==> src/rtl/trace_pkg.sv <==
// Shared definitions for the retire-event tracer: FSM encoding, record flag
// positions and the record field layout used by both RTL and bench decoders.
package trace_pkg;

    typedef enum logic [1:0] {
        ST_IDLE    = 2'd0,
        ST_ARMED   = 2'd1,
        ST_CAPTURE = 2'd2,
        ST_FROZEN  = 2'd3
    } trace_state_t;

    localparam int FLAG_W   = 3;
    localparam int FLAG_WB  = 2;
    localparam int FLAG_MR  = 1;
    localparam int FLAG_MW  = 0;
    localparam int WB_REG_W = 5;

    // Record: {cycle, pc, flags, wb_reg, mem_addr, wb_data, mem_data}
    function automatic int rec_width(input int cyc_w, input int pc_w,
                                     input int addr_w, input int data_w);
        return cyc_w + pc_w + FLAG_W + WB_REG_W + addr_w + 2 * data_w;
    endfunction

    function automatic int off_mem_data();
        return 0;
    endfunction

    function automatic int off_wb_data(input int data_w);
        return data_w;
    endfunction

    function automatic int off_mem_addr(input int data_w);
        return 2 * data_w;
    endfunction

    function automatic int off_wb_reg(input int addr_w, input int data_w);
        return 2 * data_w + addr_w;
    endfunction

    function automatic int off_flags(input int addr_w, input int data_w);
        return off_wb_reg(addr_w, data_w) + WB_REG_W;
    endfunction

    function automatic int off_pc(input int addr_w, input int data_w);
        return off_flags(addr_w, data_w) + FLAG_W;
    endfunction

    function automatic int off_cyc(input int pc_w, input int addr_w, input int data_w);
        return off_pc(addr_w, data_w) + pc_w;
    endfunction

endpackage

==> src/rtl/trace_fifo.sv <==
// Synchronous FIFO with a fall-through head read straight from the storage
// registers. Pointers wrap naturally (DEPTH is a power of two); full and
// empty come from the occupancy count.
module trace_fifo #(
    parameter int WIDTH = 8,
    parameter int DEPTH = 16
) (
    input  logic                           clk,
    input  logic                           rst_n,
    input  logic                           push,
    input  logic [WIDTH-1:0]               data_in,
    input  logic                           pop,
    output logic [WIDTH-1:0]               data_out,
    output logic                           full,
    output logic                           empty,
    output logic [$clog2(DEPTH+1)-1:0]     level
);
    localparam int PTR_W = $clog2(DEPTH);
    localparam int LVL_W = $clog2(DEPTH + 1);

    logic [WIDTH-1:0] mem [DEPTH];
    logic [PTR_W-1:0] wr_ptr;
    logic [PTR_W-1:0] rd_ptr;
    logic             do_push;
    logic             do_pop;

    assign empty    = (level == '0);
    assign full     = (level == LVL_W'(DEPTH));
    assign do_pop   = pop && !empty;
    // A push into a full FIFO is only legal when the head leaves this cycle.
    assign do_push  = push && (!full || do_pop);
    assign data_out = empty ? '0 : mem[rd_ptr];

    // Storage write; contents need no reset since level gates visibility.
    always_ff @(posedge clk) begin
        if (do_push) mem[wr_ptr] <= data_in;
    end

    // Pointer and occupancy tracking.
    always_ff @(posedge clk or negedge rst_n) begin
        if (!rst_n) begin
            wr_ptr <= '0;
            rd_ptr <= '0;
            level  <= '0;
        end else begin
            if (do_push) wr_ptr <= wr_ptr + 1'b1;
            if (do_pop)  rd_ptr <= rd_ptr + 1'b1;
            if (do_push && !do_pop)      level <= level + 1'b1;
            else if (!do_push && do_pop) level <= level - 1'b1;
        end
    end

endmodule

==> src/rtl/trace_capture_unit.sv <==
// Retire-event tracer: packs writeback / data-memory activity into
// cycle-stamped records and queues them behind a valid/ready drain port.
//
// state   | meaning
// --------+-----------------------------------------------------------
// IDLE    | not capturing; waits for arm
// ARMED   | waiting for trigger (pc==trig_pc, or immediately if !trig_en)
// CAPTURE | every event cycle produces a record
// FROZEN  | capture stopped; FIFO still drains; arm re-enters ARMED
module trace_capture_unit
    import trace_pkg::*;
#(
    parameter int DATA_W        = 32,
    parameter int PC_W          = 32,
    parameter int ADDR_W        = 10,
    parameter int CYC_W         = 16,
    parameter int DEPTH         = 16,
    parameter int CAPTURE_LIMIT = 0
) (
    input  logic                                              clk,
    input  logic                                              rst_n,
    input  logic                                              arm,
    input  logic                                              trig_en,
    input  logic [PC_W-1:0]                                   trig_pc,
    input  logic                                              finish,
    input  logic [PC_W-1:0]                                   pc,
    input  logic                                              wb_en,
    input  logic [4:0]                                        wb_reg,
    input  logic [DATA_W-1:0]                                 wb_data,
    input  logic                                              mem_rd,
    input  logic [DATA_W-1:0]                                 mem_rd_data,
    input  logic                                              mem_wr,
    input  logic [ADDR_W-1:0]                                 mem_addr,
    input  logic [DATA_W-1:0]                                 mem_wr_data,
    output logic                                              out_valid,
    input  logic                                              out_ready,
    output logic [rec_width(CYC_W, PC_W, ADDR_W, DATA_W)-1:0] out_record,
    output logic [1:0]                                        state,
    output logic [$clog2(DEPTH+1)-1:0]                        level,
    output logic [15:0]                                       drop_count
);
    localparam int          REC_W    = rec_width(CYC_W, PC_W, ADDR_W, DATA_W);
    localparam logic [31:0] ACC_LAST = 32'(CAPTURE_LIMIT - 1);

    trace_state_t      st;
    logic [CYC_W-1:0]  cyc;
    logic [31:0]       acc_count;
    logic              wb_eff;
    logic              evt;
    logic [DATA_W-1:0] mem_data;
    logic [REC_W-1:0]  rec;
    logic              fin_req;
    logic              trig_hit;
    logic              capture_now;
    logic              push_req;
    logic              push;
    logic              pop;
    logic              fifo_full;
    logic              fifo_empty;
    logic              limit_hit;

    assign state    = st;
    // Writes to $0 are architectural no-ops and never logged.
    assign wb_eff   = wb_en && (wb_reg != 5'd0);
    assign evt      = wb_eff || mem_rd || mem_wr;
    assign mem_data = mem_wr ? mem_wr_data : (mem_rd ? mem_rd_data : '0);
    assign rec      = {cyc, pc, wb_eff, mem_rd, mem_wr, wb_reg, mem_addr, wb_data, mem_data};

    assign fin_req     = finish && (st != ST_IDLE);
    assign trig_hit    = (st == ST_ARMED) && (!trig_en || (pc == trig_pc));
    // Trigger cycle records its own event unless a freeze wins that cycle;
    // the finish cycle itself still records while already capturing.
    assign capture_now = (st == ST_CAPTURE) || (trig_hit && !fin_req);
    assign push_req    = capture_now && evt;
    assign out_valid   = !fifo_empty;
    assign pop         = out_valid && out_ready;
    assign push        = push_req && (!fifo_full || pop);
    assign limit_hit   = (CAPTURE_LIMIT != 0) && push && (acc_count == ACC_LAST);

    trace_fifo #(
        .WIDTH (REC_W),
        .DEPTH (DEPTH)
    ) u_fifo (
        .clk      (clk),
        .rst_n    (rst_n),
        .push     (push),
        .data_in  (rec),
        .pop      (pop),
        .data_out (out_record),
        .full     (fifo_full),
        .empty    (fifo_empty),
        .level    (level)
    );

    // Capture control FSM and accepted-record count.
    always_ff @(posedge clk or negedge rst_n) begin
        if (!rst_n) begin
            st        <= ST_IDLE;
            acc_count <= '0;
        end else begin
            if (push) acc_count <= acc_count + 32'd1;
            if (fin_req) begin
                st <= ST_FROZEN;
            end else begin
                case (st)
                    ST_IDLE, ST_FROZEN: begin
                        if (arm) begin
                            st        <= ST_ARMED;
                            acc_count <= '0;
                        end
                    end
                    ST_ARMED:   if (trig_hit) st <= limit_hit ? ST_FROZEN : ST_CAPTURE;
                    ST_CAPTURE: if (limit_hit) st <= ST_FROZEN;
                    default:    st <= ST_IDLE;
                endcase
            end
        end
    end

    // Free-running cycle stamp and saturating drop counter.
    always_ff @(posedge clk or negedge rst_n) begin
        if (!rst_n) begin
            cyc        <= '0;
            drop_count <= '0;
        end else begin
            cyc <= cyc + 1'b1;
            if (push_req && !push && (drop_count != 16'hFFFF))
                drop_count <= drop_count + 16'd1;
        end
    end

endmodule

==> config.mk <==
export PLATFORM = sky130hd
export DESIGN_NAME = trace_capture_unit
export DESIGN_NICKNAME = d
export VERILOG_FILES = /design/src/rtl/trace_pkg.sv /design/src/rtl/trace_fifo.sv /design/src/rtl/trace_capture_unit.sv
export SDC_FILE = /design/constraint.sdc
export NUM_CORES = 2
export LEC_CHECK = 0
export CAP_MARGIN = 40
export CORE_MARGIN = 5
export CORE_UTILIZATION = 51
export DETAILED_ROUTE_END_ITERATION = 12
export GPL_TIMING_DRIVEN = 0
export PLACE_DENSITY = 0.8
export SYNTH_ARGS = -nofsm -noshare
export SYNTH_HDL_FRONTEND = slang
export SYNTH_SLANG_ARGS = --single-unit
==> constraint.sdc <==
create_clock -name clk -period 7.7 [get_ports clk]
set_input_delay 1.54 -clock clk [delete_from_list [all_inputs] [get_ports clk]]
set_output_delay 1.54 -clock clk [all_outputs]
set_load 0.01 [all_outputs]
==> impl_metrics.json <==
{
  "cts_sinks": 2127,
  "syn_to_final_growth_pct": 17.9,
  "p_int_mw": 24.6,
  "rsz0062_at_grt": "false",
  "run_status": "complete, no violations",
  "yosysWarnings": 0,
  "synth_edf_count": 2080,
  "utilization_pct": 60.3,
  "synthesis.nets": 3538,
  "required_ns": 6.16,
  "ir_drop_mv": 0.223,
  "core_um2": 160000,
  "hp-start": "drop_count[10]",
  "hpwl_um": 128000,
  "port_buffers": 337,
  "yosysTopAreaCellShare_pct": 76.3,
  "worst_slack_ns": 1.02,
  "ant_nets": 0,
  "cts_resized": 0,
  "seq_area_frac_synth_pct": 77.8,
  "clock-root-buffer": "clkbuf_16",
  "ys_ff_latch": 2127,
  "fmax_mhz": 150,
  "fin_worst_skew_ns": 0.0423,
  "grt_max_degree": 45,
  "critPathMaxFanout": 11,
  "grt_pass1_wl_um": 319000,
  "max_cap_viol_count": 0,
  "path_class": "reg -> out",
  "synth_cell_types": 45,
  "die-height_um": 411,
  "syn_inst": 3339,
  "num_rows": 147,
  "wl_um": 226000,
  "gp_congestion": 0.787,
  "drc": 0,
  "drtIter0Drc": 5856,
  "dieArea_um2": 169000,
  "cp-end-kind": "primary output",
  "clkTransAtPathRegs_ns": 0.07,
  "crit_slowest_cell": "clkbuf_1",
  "final_common_cell": "edfxtp_1",
  "synth_area_um2": 81800,
  "drive_gt1_share_pct": 27.0,
  "numPlacedInstances": 5858,
  "sw_frac_of_total_pct": 30.2,
  "fin_tns_setup_ns": 0,
  "final_nets": 4177,
  "synthArstFlopShare_pct": 2.21,
  "powerDensity_nw_per_um2": 366,
  "start_util_pct": 51.1,
  "p_sw_mw": 10.7,
  "max_slew_margin_pct": 33.3,
  "tritoncts": "built",
  "gr-usage-all-layers_pct": 26.9,
  "place_ws_ns": 0.329,
  "startpoint_type": "flop",
  "clk_path_buf_depth": 3,
  "synth.largest_area_cell": "edfxtp_1",
  "postCtsSetupRepairBufs": 0,
  "postCtsHoldBufs": 0,
  "via_per_inst": 6.64,
  "final_cell_mix": "edfxtp_1 (2,080), mux4_2 (650), clkdlybuf4s50_1 (336)",
  "vias": 41400,
  "numCtsBuffers": 202,
  "setup_viol": 0,
  "crit_start": "u_fifo.rd_ptr[1]",
  "antenna_found_initial": 18,
  "synth_area_leaders": "edfxtp_1 (76%), mux4_2 (18%), dfrtp_1 (1.4%), and2_1 (1.0%), clkbuf_1 (0.47%)",
  "syn_area_per_cell_um2": 24.5,
  "p_leak_nw": 30.3,
  "path_cells": "clkbuf_1 > clkbuf_2 > clkbuf_1 > mux4_2 > mux4_2 > and2_1 > clkdlybuf4s50_1",
  "final_cells": 6244,
  "first_pass_iters": 6,
  "finalMaxSlewViolations": 0,
  "htree_levels": 4,
  "grt-ovfl-total": 0,
  "p_clk_share_pct": 28.2,
  "die_w_um": 411,
  "r2r_start": "state[0]",
  "timing.final.crit_share_pct": 86.8,
  "hold_viol_final": 0,
  "grt_pass1_vias": 43300,
  "synth-main-ff-cell": "edfxtp_1",
  "p_comb_share_pct": 33.6,
  "worstMarginPinSlew_ns": 1.00,
  "max_stage_delay_ns": 0.81,
  "worstHoldPathType": "reg -> reg",
  "cp.arrival_ns": 5.14,
  "avgRoutedWirePerCell_um": 36.2,
  "ios": 338,
  "seqPwrFrac_pct": 38.2,
  "period_minus_slack_ns": 6.68,
  "clk_latency_ns": 0.84
}
## kinds of logic (layout without fill, tap and decap cells)
| logic type | after synthesis | after routing | share of synthesized area, % |
|---|---|---|---|
| DFF | 2127 | 2127 | 77.8 |
| xor gates and xnor gates | 71 | 71 | 0.769 |
| AOI/OAI and AO/OA | 52 | 52 | 0.548 |
| buffers and inverters | 182 | 988 | 0.930 |
| other | 0 | 13 | 0 |
| adders and majority gates | 15 | 15 | 0.239 |
| and+or+nand+nor | 239 | 239 | 1.80 |
| muxes | 653 | 653 | 17.9 |
## layer usage
metal | global-route usage [%] | vias to the layer above | wire (um)
met2 | 44.6 | 3387 | 113000
met1 | 35.0 | 21800 | 77400
met3 | 6.44 | 542 | 25400
met4 | 10.6 | 6 | 9630
met5 | 0 | - | 42
li1 | - | 15700 | -
## synthesized netlist by cell type, drive strengths merged, types with 16 or more instances
| cell type | instances |
|---|---|
| a22o | 32 |
| and2 | 134 |
| buf | 72 |
| clkbuf | 103 |
| dfrtp | 47 |
| edfxtp | 2080 |
| mux4 | 650 |
| nand3 | 16 |
| xnor2 | 33 |
| xor2 | 38 |
## area by class of cell
class | instances | area (um^2)
inverter | 7 | 26.3
buffer | 175 | 746
multi-input combinational | 1030 | 17500
clock inverter | 130 | 1270
sequential | 2127 | 63600
fill | 10500 | 63600
timing repair buffer | 435 | 5340
clock buffer | 241 | 5300
antenna | 13 | 32.5
tap | 2086 | 2610
## state kept, by name, summed over array words and instances (netlist names)
signal	flops
state	2
u_fifo.wr_ptr	4
cyc	16
u_fifo.level	5
u_fifo.mem	2080
u_fifo.rd_ptr	4
drop_count	16
## path summary, 6_finish.rpt
kind	endpoint	depth (start not counted)	slack, ns
setup / recovery	out_record[29]	7	1.02
hold / removal	drop_count[10]	1	0.49
setup reg to reg	u_fifo.mem[5][57]	14	3.12
hold reg to reg	drop_count[10]	1	0.49
max in group asynchronous	cyc[2]	2	6.56
min in group asynchronous	cyc[13]	1	0.66
## worst max-delay path, delay by kind of cell, from the launching register on
kind | cells | cell delay [ns]
AND/OR/NAND/NOR | 1 | 0.31
flip-flops | 1 | 0.36
buffers and inverters | 4 | 2.67
multiplexers | 2 | 0.95
## power groups by stage
| stage | Sequential (mW) | Combinational, mW | Clock, mW |
|---|---|---|---|
| 2_1_floorplan | 13.7 | 6.51 | 0 |
| 3_3_place_gp | 13.8 | 11.1 | 0 |
| 3_5_place_dp | 13.7 | 11.7 | 0 |
| 4_1_cts | 13.5 | 11.9 | 10.0 |
| 5_1_grt | 13.5 | 12.4 | 10.6 |
| 6_report | 13.5 | 11.9 | 9.95 |
## metrics by stage
stage / area [um^2] / hold slack, ns / power, mW
finish: 96400 / 0.495 / 35.3
global placement: 87800 / 0.482 / 24.9
floorplan: 81800 / 0.519 / 20.2
global route: 96400 / 0.527 / 36.4
detailed placement: 89800 / 0.486 / 25.4
CTS: 96400 / 0.503 / 35.4
No activity file was read; power rests on OpenSTA's default activity.
